## config.mk

```make
export PLATFORM = sky130hd
export DESIGN_NAME = alu_pipe
export DESIGN_NICKNAME = d
export VERILOG_FILES = /design/src/rtl/alu_pipe.sv
export SDC_FILE = /design/constraint.sdc
export NUM_CORES = 1
export LEC_CHECK = 0
export CORE_MARGIN = 2
export CORE_UTILIZATION = 35
export CTS_CLUSTER_SIZE = 20
export DETAILED_ROUTE_END_ITERATION = 7
export PLACE_DENSITY_LB_ADDON = 0.08
export RECOVER_POWER = 100
export SLEW_MARGIN = 15
export SYNTH_ARGS = -nofsm -noshare
export SYNTH_HDL_FRONTEND = slang
export SYNTH_SLANG_ARGS = --single-unit
export TNS_END_PERCENT = 100
```

## constraint.sdc

```tcl
create_clock -name clk -period 3.75 [get_ports clk]
set_clock_uncertainty 0.05 [all_clocks]
set_input_delay 0.75 -clock clk [delete_from_list [all_inputs] [get_ports clk]]
set_output_delay 0.75 -clock clk [all_outputs]
set_load 0.005 [all_outputs]
```

## src/rtl/alu_pipe.sv

```systemverilog
// -----------------------------------------------------------------------------
// alu_pipe
//   Two-stage pipelined ALU with valid/ready handshakes on both sides.
//   Stage 1 (S1) registers the operands and opcode. Stage 2 (S2) registers the
//   result and the CO/OVF/N/Z flags. A carry register (c_acc) chains ADC/SBC
//   onto the previous arithmetic op for multi-word arithmetic. A sticky
//   overflow flag records every delivered beat that had OVF set.
//
// Ports
//   clk         clock, all state updates on the rising edge
//   rst_n       asynchronous active-low reset
//   in_valid    operand/op beat valid
//   in_ready    S1 can accept a beat
//   DATA_A      operand A (W bits)
//   DATA_B      operand B (W bits)
//   op          000 AND, 001 OR, 010 ADD, 011 SUB, 100 XOR, 101 ADC, 110 SBC, 111 CMP
//   out_valid   OUT/flags valid
//   out_ready   downstream takes OUT this cycle
//   OUT         result (W bits)
//   CO          carry out (subtract forms: 1 = no borrow)
//   OVF         signed overflow
//   N, Z        OUT[W-1], OUT == 0
//   ovf_sticky  set by any delivered beat with OVF=1
//   clr_sticky  clears ovf_sticky unless a set happens in the same cycle
// -----------------------------------------------------------------------------
module alu_pipe #(
   parameter int W = 8
) (
   input  logic         clk,
   input  logic         rst_n,
   input  logic         in_valid,
   output logic         in_ready,
   input  logic [W-1:0] DATA_A,
   input  logic [W-1:0] DATA_B,
   input  logic [2:0]   op,
   output logic         out_valid,
   input  logic         out_ready,
   output logic [W-1:0] OUT,
   output logic         CO,
   output logic         OVF,
   output logic         N,
   output logic         Z,
   output logic         ovf_sticky,
   input  logic         clr_sticky
);

   localparam logic [2:0] OP_AND = 3'b000;
   localparam logic [2:0] OP_OR  = 3'b001;
   localparam logic [2:0] OP_ADD = 3'b010;
   localparam logic [2:0] OP_SUB = 3'b011;
   localparam logic [2:0] OP_XOR = 3'b100;
   localparam logic [2:0] OP_ADC = 3'b101;
   localparam logic [2:0] OP_SBC = 3'b110;
   localparam logic [2:0] OP_CMP = 3'b111;

   // Stage 1 registers
   logic         s1_valid_reg;
   logic [W-1:0] s1_a_reg;
   logic [W-1:0] s1_b_reg;
   logic [2:0]   s1_op_reg;

   // Stage 2 registers
   logic         out_valid_reg;
   logic [W-1:0] out_reg;
   logic         co_reg;
   logic         ovf_reg;
   logic         n_reg;
   logic         z_reg;

   logic         c_acc_reg;
   logic         ovf_sticky_reg;

   // Handshake
   logic s2_adv;
   logic s1_adv;
   logic accept;
   logic deliver;

   assign s2_adv   = !out_valid_reg || out_ready;
   assign s1_adv   = s1_valid_reg && s2_adv;
   assign in_ready = !s1_valid_reg || s2_adv;
   assign accept   = in_valid && in_ready;
   assign deliver  = out_valid_reg && out_ready;

   // Bitwise results, one slice per bit
   logic [W-1:0] and_res;
   logic [W-1:0] or_res;
   logic [W-1:0] xor_res;

   genvar gi;
   generate
      for (gi = 0; gi < W; gi++) begin : g_logic
         assign and_res[gi] = s1_a_reg[gi] & s1_b_reg[gi];
         assign or_res[gi]  = s1_a_reg[gi] | s1_b_reg[gi];
         assign xor_res[gi] = s1_a_reg[gi] ^ s1_b_reg[gi];
      end
   endgenerate

   // Arithmetic: every add/subtract form is A + B' + cin, where B' is B or ~B.
   logic [W-1:0] b_eff;
   logic         cin;
   logic         is_arith;
   logic [W:0]   sum;
   logic [W-1:0] res_next;
   logic         co_next;
   logic         ovf_next;

   always_comb begin
      b_eff    = s1_b_reg;
      cin      = 1'b0;
      is_arith = 1'b0;
      unique case (s1_op_reg)
         OP_ADD: begin
            is_arith = 1'b1;
         end
         OP_SUB, OP_CMP: begin
            b_eff    = ~s1_b_reg;
            cin      = 1'b1;
            is_arith = 1'b1;
         end
         OP_ADC: begin
            cin      = c_acc_reg;
            is_arith = 1'b1;
         end
         OP_SBC: begin
            b_eff    = ~s1_b_reg;
            cin      = c_acc_reg;
            is_arith = 1'b1;
         end
         default: begin
         end
      endcase

      sum = {1'b0, s1_a_reg} + {1'b0, b_eff} + {{W{1'b0}}, cin};

      res_next = sum[W-1:0];
      co_next  = sum[W];
      ovf_next = (s1_a_reg[W-1] == b_eff[W-1]) && (sum[W-1] != s1_a_reg[W-1]);

      unique case (s1_op_reg)
         OP_AND: begin
            res_next = and_res;
            co_next  = 1'b0;
            ovf_next = 1'b0;
         end
         OP_OR: begin
            res_next = or_res;
            co_next  = 1'b0;
            ovf_next = 1'b0;
         end
         OP_XOR: begin
            res_next = xor_res;
            co_next  = 1'b0;
            ovf_next = 1'b0;
         end
         default: begin
         end
      endcase
   end

   // Stage 1: when in_ready is high the slot is either empty or draining this
   // cycle, so its next occupancy is simply in_valid.
   always_ff @(posedge clk or negedge rst_n) begin
      if (!rst_n) begin
         s1_valid_reg <= 1'b0;
         s1_a_reg     <= '0;
         s1_b_reg     <= '0;
         s1_op_reg    <= OP_AND;
      end else begin
         if (in_ready) begin
            s1_valid_reg <= in_valid;
         end
         if (accept) begin
            s1_a_reg  <= DATA_A;
            s1_b_reg  <= DATA_B;
            s1_op_reg <= op;
         end
      end
   end

   // Stage 2 and the carry chain. c_acc is written on the same edge the
   // arithmetic beat leaves S1, so a following ADC/SBC already sitting behind
   // it in S1 reads the fresh carry next cycle without any stall.
   always_ff @(posedge clk or negedge rst_n) begin
      if (!rst_n) begin
         out_valid_reg <= 1'b0;
         out_reg       <= '0;
         co_reg        <= 1'b0;
         ovf_reg       <= 1'b0;
         n_reg         <= 1'b0;
         z_reg         <= 1'b0;
         c_acc_reg     <= 1'b0;
      end else begin
         if (s2_adv) begin
            out_valid_reg <= s1_valid_reg;
         end
         if (s1_adv) begin
            out_reg <= res_next;
            co_reg  <= co_next;
            ovf_reg <= ovf_next;
            n_reg   <= res_next[W-1];
            z_reg   <= (res_next == '0);
            if (is_arith) begin
               c_acc_reg <= co_next;
            end
         end
      end
   end

   // Sticky overflow: a set on delivery wins over a same-cycle clear.
   always_ff @(posedge clk or negedge rst_n) begin
      if (!rst_n) begin
         ovf_sticky_reg <= 1'b0;
      end else if (deliver && ovf_reg) begin
         ovf_sticky_reg <= 1'b1;
      end else if (clr_sticky) begin
         ovf_sticky_reg <= 1'b0;
      end
   end

   assign out_valid  = out_valid_reg;
   assign OUT        = out_reg;
   assign CO         = co_reg;
   assign OVF        = ovf_reg;
   assign N          = n_reg;
   assign Z          = z_reg;
   assign ovf_sticky = ovf_sticky_reg;

endmodule
```

==> results.py, run 1 <==
metrics = {
    "synth": {
        "synth_largest_area_cell": "dfrtp_1",
        "synth_seq_cells": 34,
        "synth.avg_cell_area_sq_um": 10.37,
        "yosys_warnings": 0,
        "synth_compound_area_share_pct": 14.90,
        "ys.flop_type": "dfrtp_1",
        "syn_nets": 266,
        "netlist_area_sq_um": 2251,
        "yosys.area_share.simple_pct": 8.616,
        "synth_cell_types": 43,
        "netlist.area_leader.share_pct": 37.80,
        "synthMostInstantiatedCell": "dfrtp_1",
        "synth.area.mux_share_pct": 13.17,
        "synth-edff-count": 0,
        "synth-async-reset-ratio_pct": 100.0,
        "synthXorXnorAreaFrac_pct": 4.669,
        "synth_fa_ha_area_share_pct": 15.01,
        "synth_top_family_by_area": "adder cells",
        "syn_inst": 217,
        "ys_top_cells_by_count": "dfrtp_1, ha_1, inv_1, mux2_2",
        "synthTopCellsByArea": "dfrtp_1, ha_1, mux2_2",
        "yosysSeqAreaShare_pct": 37.80,
    },
    "run_status": {
        "violations": "capacitance limit, slew limit",
        "status": "finished with violations",
    },
    "place": {
        "dpl_worst_slack_ns": 0.6840,
        "dp_hpwl_um": 3655,
        "io_buffers": 38,
        "dpl.cell_count": 329,
        "routabilityCongestion": 0.8700,
    },
    "routing": {
        "wl_met1_um": 2297,
        "first_pass_iters": 5,
        "routed_via_density": 5.145,
        "routed_wl_um": 4753,
        "dr_wl_met2_um": 2109,
        "routedWlPerCell_um": 14.10,
        "drt_iter0_drc": 56,
        "wl_met3_um": 272,
        "drc_errors": 0,
        "num_vias": 1734,
        "top_layer": "met4",
        "drtAntennaViolNets": 0,
    },
    "power": {
        "p_leak_nw": 1.265,
        "pwr-share-comb_pct": 47.6,
        "pwr_density_cell_nw_per_um2": 558.2,
        "sw_frac_of_total_pct": 36.52,
        "p_sw_mw": 0.5684,
        "clockPowerShare_pct": 17.8,
        "ir_drop_mv": 0.2624,
        "intPower_mw": 0.9882,
        "seqPwrFrac_pct": 34.5,
    },
    "floorplan": {
        "core_sq_um": 6277,
        "num_rows": 29,
        "io_pins": 39,
        "dieArea_sq_um": 7089,
        "die_height_um": 84.20,
        "start_util_pct": 35.86,
        "die_x_um": 84.20,
    },
    "sta": {
        "worst_pin_slew_ns": 1.852,
        "max_freq_mhz": 325.1,
        "finalCriticalPeriod_ns": 3.076,
        "fin_crit_sh_pct": 82.03,
        "setup_violations": 0,
        "hold_violations": 0,
        "max_slew_margin_pct": -23.46,
        "finalMaxSlewViolations": 35,
        "worst_slack_ns": 0.6740,
        "hold_slack_ns": 0.4243,
        "fin_tns_setup_ns": 0,
        "rsz0062_at_grt": "false",
    },
    "cells_and_area": {
        "fin_cells": 337,
        "final_layout_size_suffix_gt1_share_pct": 13.08,
        "nNetsFinal": 308,
        "syn_to_final_growth_pct": 23.90,
        "num_antenna_cells": 0,
    },
    "grt": {
        "grt_pass1_wl_um": 8169,
        "track_usage_pct": 14.37,
        "antenna_found_initial": 0,
        "gr-total-overflow": 0,
        "grt_max_degree": 35,
        "grt_pass1_vias": 1669,
    },
    "setup_path": {
        "crit_fanout": 12,
        "worst_setup_path_start_kind": "flop",
        "max_stage_delay_ns": 0.53,
        "path_class": "flop to flop",
        "slowest_stage": "dfrtp_1",
        "cp-end-kind": "flop",
        "cp_cell_sequence": "o21ai_2 -> xnor2_1 -> fa_1 -> inv_1 -> fa_1 -> a211oi_1 -> o21bai_1 -> a21o_1 -> a21o_1 -> a21oi_1 -> a21oi_1",
        "required_ns": 3.86,
        "arrival_ns": 3.19,
    },
    "clock_tree": {
        "cts_max_level": 2,
        "cts_tree": "yes",
        "post_cts_resized": 0,
        "holdBufCountCts": 0,
        "clkLatencyLatePin_ns": 0.28,
        "numClockSinks": 34,
        "numCtsBuffers": 5,
        "cts_max_path_buffers": 2,
        "path_clk_slew_ns": 0.07,
        "cts_setup_buffers": 0,
        "cts_root_buf": "clkbuf_8",
    },
    "hold_path": {
        "hp-class": "flop to flop",
    },
    "job": {
        "maxCapViolCount": 1,
    },
}
==> path summary, 6_finish.rpt <==
| path | slack, ns | cells past startpoint | start | to |
|---|---|---|---|---|
| worst max-delay path | 0.67 | 11 | s1_op_reg[0]$_DFFE_PN0P_ | c_acc_reg$_DFFE_PN0P_ |
| worst min-delay path | 0.42 | 2 | OUT[1]$_DFFE_PN0P_ | OUT[1]$_DFFE_PN0P_ |
| worst max register to register | 0.67 | 11 | s1_op_reg[0]$_DFFE_PN0P_ | c_acc_reg$_DFFE_PN0P_ |
| worst min register to register | 0.42 | 2 | OUT[1]$_DFFE_PN0P_ | OUT[1]$_DFFE_PN0P_ |
| max in group asynchronous | 1.12 | 2 | rst_n | s1_a_reg[5]$_DFFE_PN0P_ |
| min in group asynchronous | 1.46 | 2 | rst_n | out_valid$_DFFE_PN0P_ |
==> kinds of logic (layout without fill, tap and decap cells) <==
logic type               after synthesis  count (layout)
XOR/XNOR                              12              12
multiplexers                          27              27
AND/OR/NAND/NOR                       41              41
AO/OA/AOI/OAI                         49              49
flip-flops                            34              34
buffers and inverters                 28              71
adder cells (fa/ha/maj)               26              26
==> per-stage QoR <==
stage	instance area, sq um	power (mW)	utilization, %
3_5_place_dp	2705	1.318	43.09
5_1_grt	2789	1.698	44.43
2_1_floorplan	2251	1.039	-
3_3_place_gp	2705	1.317	43.09
4_1_cts	2796	1.611	44.55
6_report	2789	1.557	44.43
==> cell type report <==
| cell class | count | area [sq um] |
|---|---|---|
| Sequential cell | 34 | 850.8 |
| Multi-Input combinational cell | 155 | 1269 |
| Clock buffer | 7 | 86.33 |
| Clock inverter | 1 | 5.005 |
| Fill cell | 626 | 3488 |
| Timing Repair Buffer | 42 | 402.9 |
| Tap cell | 77 | 96.34 |
| Inverter | 21 | 78.83 |
==> critical path, delay by kind of cell, from the launching register on <==
| kind | cells | cell delay [ns] |
|---|---|---|
| adders and majority gates | 2 | 0.63 |
| AOI/OAI and AO/OA | 7 | 1.53 |
| xor gates and xnor gates | 1 | 0.17 |
| DFF | 1 | 0.53 |
| buffers and inverters | 1 | 0.06 |
==> power by group through the flow <==
| stage | logic [mW] | clock network, mW | registers [mW] |
|---|---|---|---|
| floorplan | 0.511 | 0 | 0.527 |
| global placement | 0.773 | 0 | 0.545 |
| detailed placement | 0.767 | 0 | 0.551 |
| CTS | 0.773 | 0.295 | 0.543 |
| global route | 0.835 | 0.308 | 0.555 |
| finish | 0.741 | 0.277 | 0.538 |
==> placed cells by master, fill, tap and decap left out, types with 9 or more instances in the layout <==
master,count
xnor2_1,11
clkdlybuf4s50_1,21
nand2_1,15
mux2_2,21
o21ai_0,15
inv_1,21
dfrtp_1,34
dlygate4sd3_1,17
ha_1,23
nor2_1,9
==> layer usage <==
layer | up-vias | global-route usage [%]
met2 | 51 | 22.94
met3 | 9 | 3.048
met1 | 826 | 19.42
met5 | - | 0
li1 | 848 | -
met4 | 0 | 4.839
Note: power is estimated with default switching activity, not from simulation.
==> run 2: changes to the inputs <==
==> constraint.sdc (replaced) <==
create_clock -name clk -period 3.15 [get_ports clk]
set_clock_uncertainty 0.05 [all_clocks]
set_input_delay 0.63 -clock clk [delete_from_list [all_inputs] [get_ports clk]]
set_output_delay 0.63 -clock clk [all_outputs]
set_load 0.005 [all_outputs]
==> run 2 against run 1 <==
Net effect: the flow still finishes with violations (capacitance limit, slew limit); critical path depth unchanged; clock power increased by 47%; final cell count increased by 1.2%; largest power group unchanged; largest cell class unchanged.
==> results.py, run 2 (synthesis results as in run 1) <==
metrics = {
    "setup_path": {
        "crit_cells": 11,
        "cp_cell_sequence": "inv_1 -> maj3_1 -> fa_1 -> inv_1 -> fa_1 -> a211oi_2 -> o21bai_1 -> a21o_1 -> a21o_1 -> a21oi_1 -> a21oi_1",
        "worstPathBufferInverterCount": 2,
        "crit_fanout": 9,
        "path_class": "flop to flop",
        "arrival_ns": 3.00,
        "worst_setup_path_start_kind": "flop",
        "rr_endpoint": "c_acc_reg$_DFFE_PN0P_",
        "max_stage_delay_ns": 0.49,
        "slowest_stage": "dfrtp_2",
        "reg2regPathDepth": 11,
        "required_ns": 3.27,
        "timing.rr.start": "s1_op_reg[1]$_DFFE_PN0P_",
        "cp-end-kind": "flop",
        "reg2reg_setup_slack_ns": 0.28,
        "crit_family": "compound AO/OA/AOI/OAI gates",
    },
    "sta": {
        "finalCriticalPeriod_ns": 2.873,
        "finalMaxSlewViolations": 35,
        "max_slew_margin_pct": -30.24,
        "hold_slack_ns": 0.4250,
        "worst_slack_ns": 0.2770,
        "worst_pin_slew_ns": 1.954,
        "setup_violations": 0,
        "fin_crit_sh_pct": 91.21,
        "hold_violations": 0,
        "max_freq_mhz": 348.1,
        "fin_tns_setup_ns": 0,
        "rsz0062_at_grt": "false",
    },
    "power": {
        "ir_drop_mv": 0.3073,
        "p_total_mw": 1.948,
        "p_leak_nw": 1.294,
        "pwr_density_cell_nw_per_um2": 685.1,
    },
    "grt": {
        "met2_usage_pct": 23.09,
        "track_usage_pct": 15.39,
        "grt_pass1_vias": 1782,
        "grt_pass1_wl_um": 8859,
        "met1_usage_pct": 22.07,
        "gr-total-overflow": 0,
        "busiest_layer": "met2",
        "grt_max_degree": 35,
        "grt_use_met3_pct": 3.540,
        "antenna_found_initial": 0,
    },
    "hold_path": {
        "hp-class": "flop to flop",
        "hold_start": "OUT[1]$_DFFE_PN0P_",
        "hold_depth": 2,
        "whs_endpoint": "OUT[1]$_DFFE_PN0P_",
    },
    "routing": {
        "routed_wl_um": 4909,
        "routed_via_density": 5.029,
        "routedWlPerCell_um": 14.40,
        "num_vias": 1715,
        "drc_errors": 0,
        "first_pass_iters": 4,
        "drt_iter0_drc": 141,
        "drtAntennaViolNets": 0,
    },
    "clock_tree": {
        "cts_max_path_buffers": 2,
        "cts_max_level": 2,
        "path_clk_slew_ns": 0.08,
        "holdBufCountCts": 0,
        "numClockSinks": 34,
        "numCtsBuffers": 5,
        "cts_tree": "yes",
        "cts_root_buf": "clkbuf_8",
        "clkLatencyLatePin_ns": 0.30,
    },
    "place": {
        "io_buffers": 38,
        "dpl_cell_area_sq_um": 2735,
        "dpl_worst_slack_ns": 0.1457,
        "dpl.cell_count": 333,
        "routabilityCongestion": 0.8927,
        "dp_hpwl_um": 3685,
    },
    "floorplan": {
        "num_rows": 29,
        "start_util_pct": 35.86,
        "die_height_um": 84.20,
        "io_pins": 39,
        "dieArea_sq_um": 7089,
        "die_x_um": 84.20,
        "core_sq_um": 6277,
    },
    "cells_and_area": {
        "seq_area_sq_um": 852.1,
        "fillCellCount": 606,
        "final_core_util_pct": 45.29,
        "multi_input_area_sq_um": 1274,
        "fin_cells": 341,
        "mostFrequentLayoutCell": "dfrtp_1",
        "mostFrequentLayoutCells": "dfrtp_1, ha_1, clkdlybuf4s50_1, inv_1, mux2_2",
        "syn_to_final_growth_pct": 26.29,
        "final_layout_size_suffix_gt1_share_pct": 15.53,
        "num_antenna_cells": 0,
        "fin_area_sq_um": 2843,
        "nNetsFinal": 312,
    },
    "job": {
        "maxCapViolCount": 1,
    },
    "run_status": {
        "status": "finished with violations",
        "violations": "capacitance limit, slew limit",
    },
}
==> run 2: changes by cell type in the layout (fill, tap and decap cells not counted), sizes merged <==
cell,delta
buf,+4
clkbuf,-2
bufinv,+1
clkdlybuf4s50,+1
clkinv,+1
dlygate4sd3,-1
==> run 2: worst reg2reg max path, cell delays in order, from the launching register on <==
cell and delay, ns:
dfrtp_2 0.49, inv_1 0.18, maj3_1 0.20, fa_1 0.20, inv_1 0.06, fa_1 0.41
a211oi_2 0.35, o21bai_1 0.12, a21o_1 0.18, a21o_1 0.18, a21oi_1 0.22, a21oi_1 0.10
==> run 2: per-layer routing <==
layer	part of all wire, %	wire, um	vias to the layer above
met1	50	2445	810
met5	0	0	-
met4	1.4	69	0
li1	-	-	859
met2	44	2159	39
met3	4.8	234	7
==> run 2: how the worst max path moves through the flow <==
stage,end,from
3_3_place_gp,CO$_DFFE_PN0P_,s1_op_reg[1]$_DFFE_PN0P_
2_1_floorplan,CO$_DFFE_PN0P_,s1_op_reg[2]$_DFFE_PN0P_
6_report,c_acc_reg$_DFFE_PN0P_,s1_op_reg[1]$_DFFE_PN0P_
3_5_place_dp,c_acc_reg$_DFFE_PN0P_,s1_op_reg[1]$_DFFE_PN0P_
5_1_grt,s1_op_reg[1]$_DFFE_PN0P_,rst_n
4_1_cts,CO$_DFFE_PN0P_,s1_op_reg[1]$_DFFE_PN0P_
==> run 2: area by class of cell <==
type	instances	share of cell area, %
Clock buffer	5	2.421
Clock inverter	3	1.408
Inverter	21	2.773
Multi-Input combinational cell	155	44.81
Sequential cell	34	29.97
Tap cell	77	3.389
Timing Repair Buffer	46	15.23
==> run 2: power by group <==
| group | switching, mW | leakage (nW) | internal, mW |
|---|---|---|---|
| combinational | 0.440 | 0.833 | 0.467 |
| sequential | 0.0869 | 0.403 | 0.546 |
| clock | 0.174 | 0.0579 | 0.233 |
| total | 0.702 | 1.29 | 1.25 |
==> run 2: timing repair <==
item	in CTS	in global routing
setup endpoints to repair	0	6
gates resized for setup	0	2
setup buffers	0	0
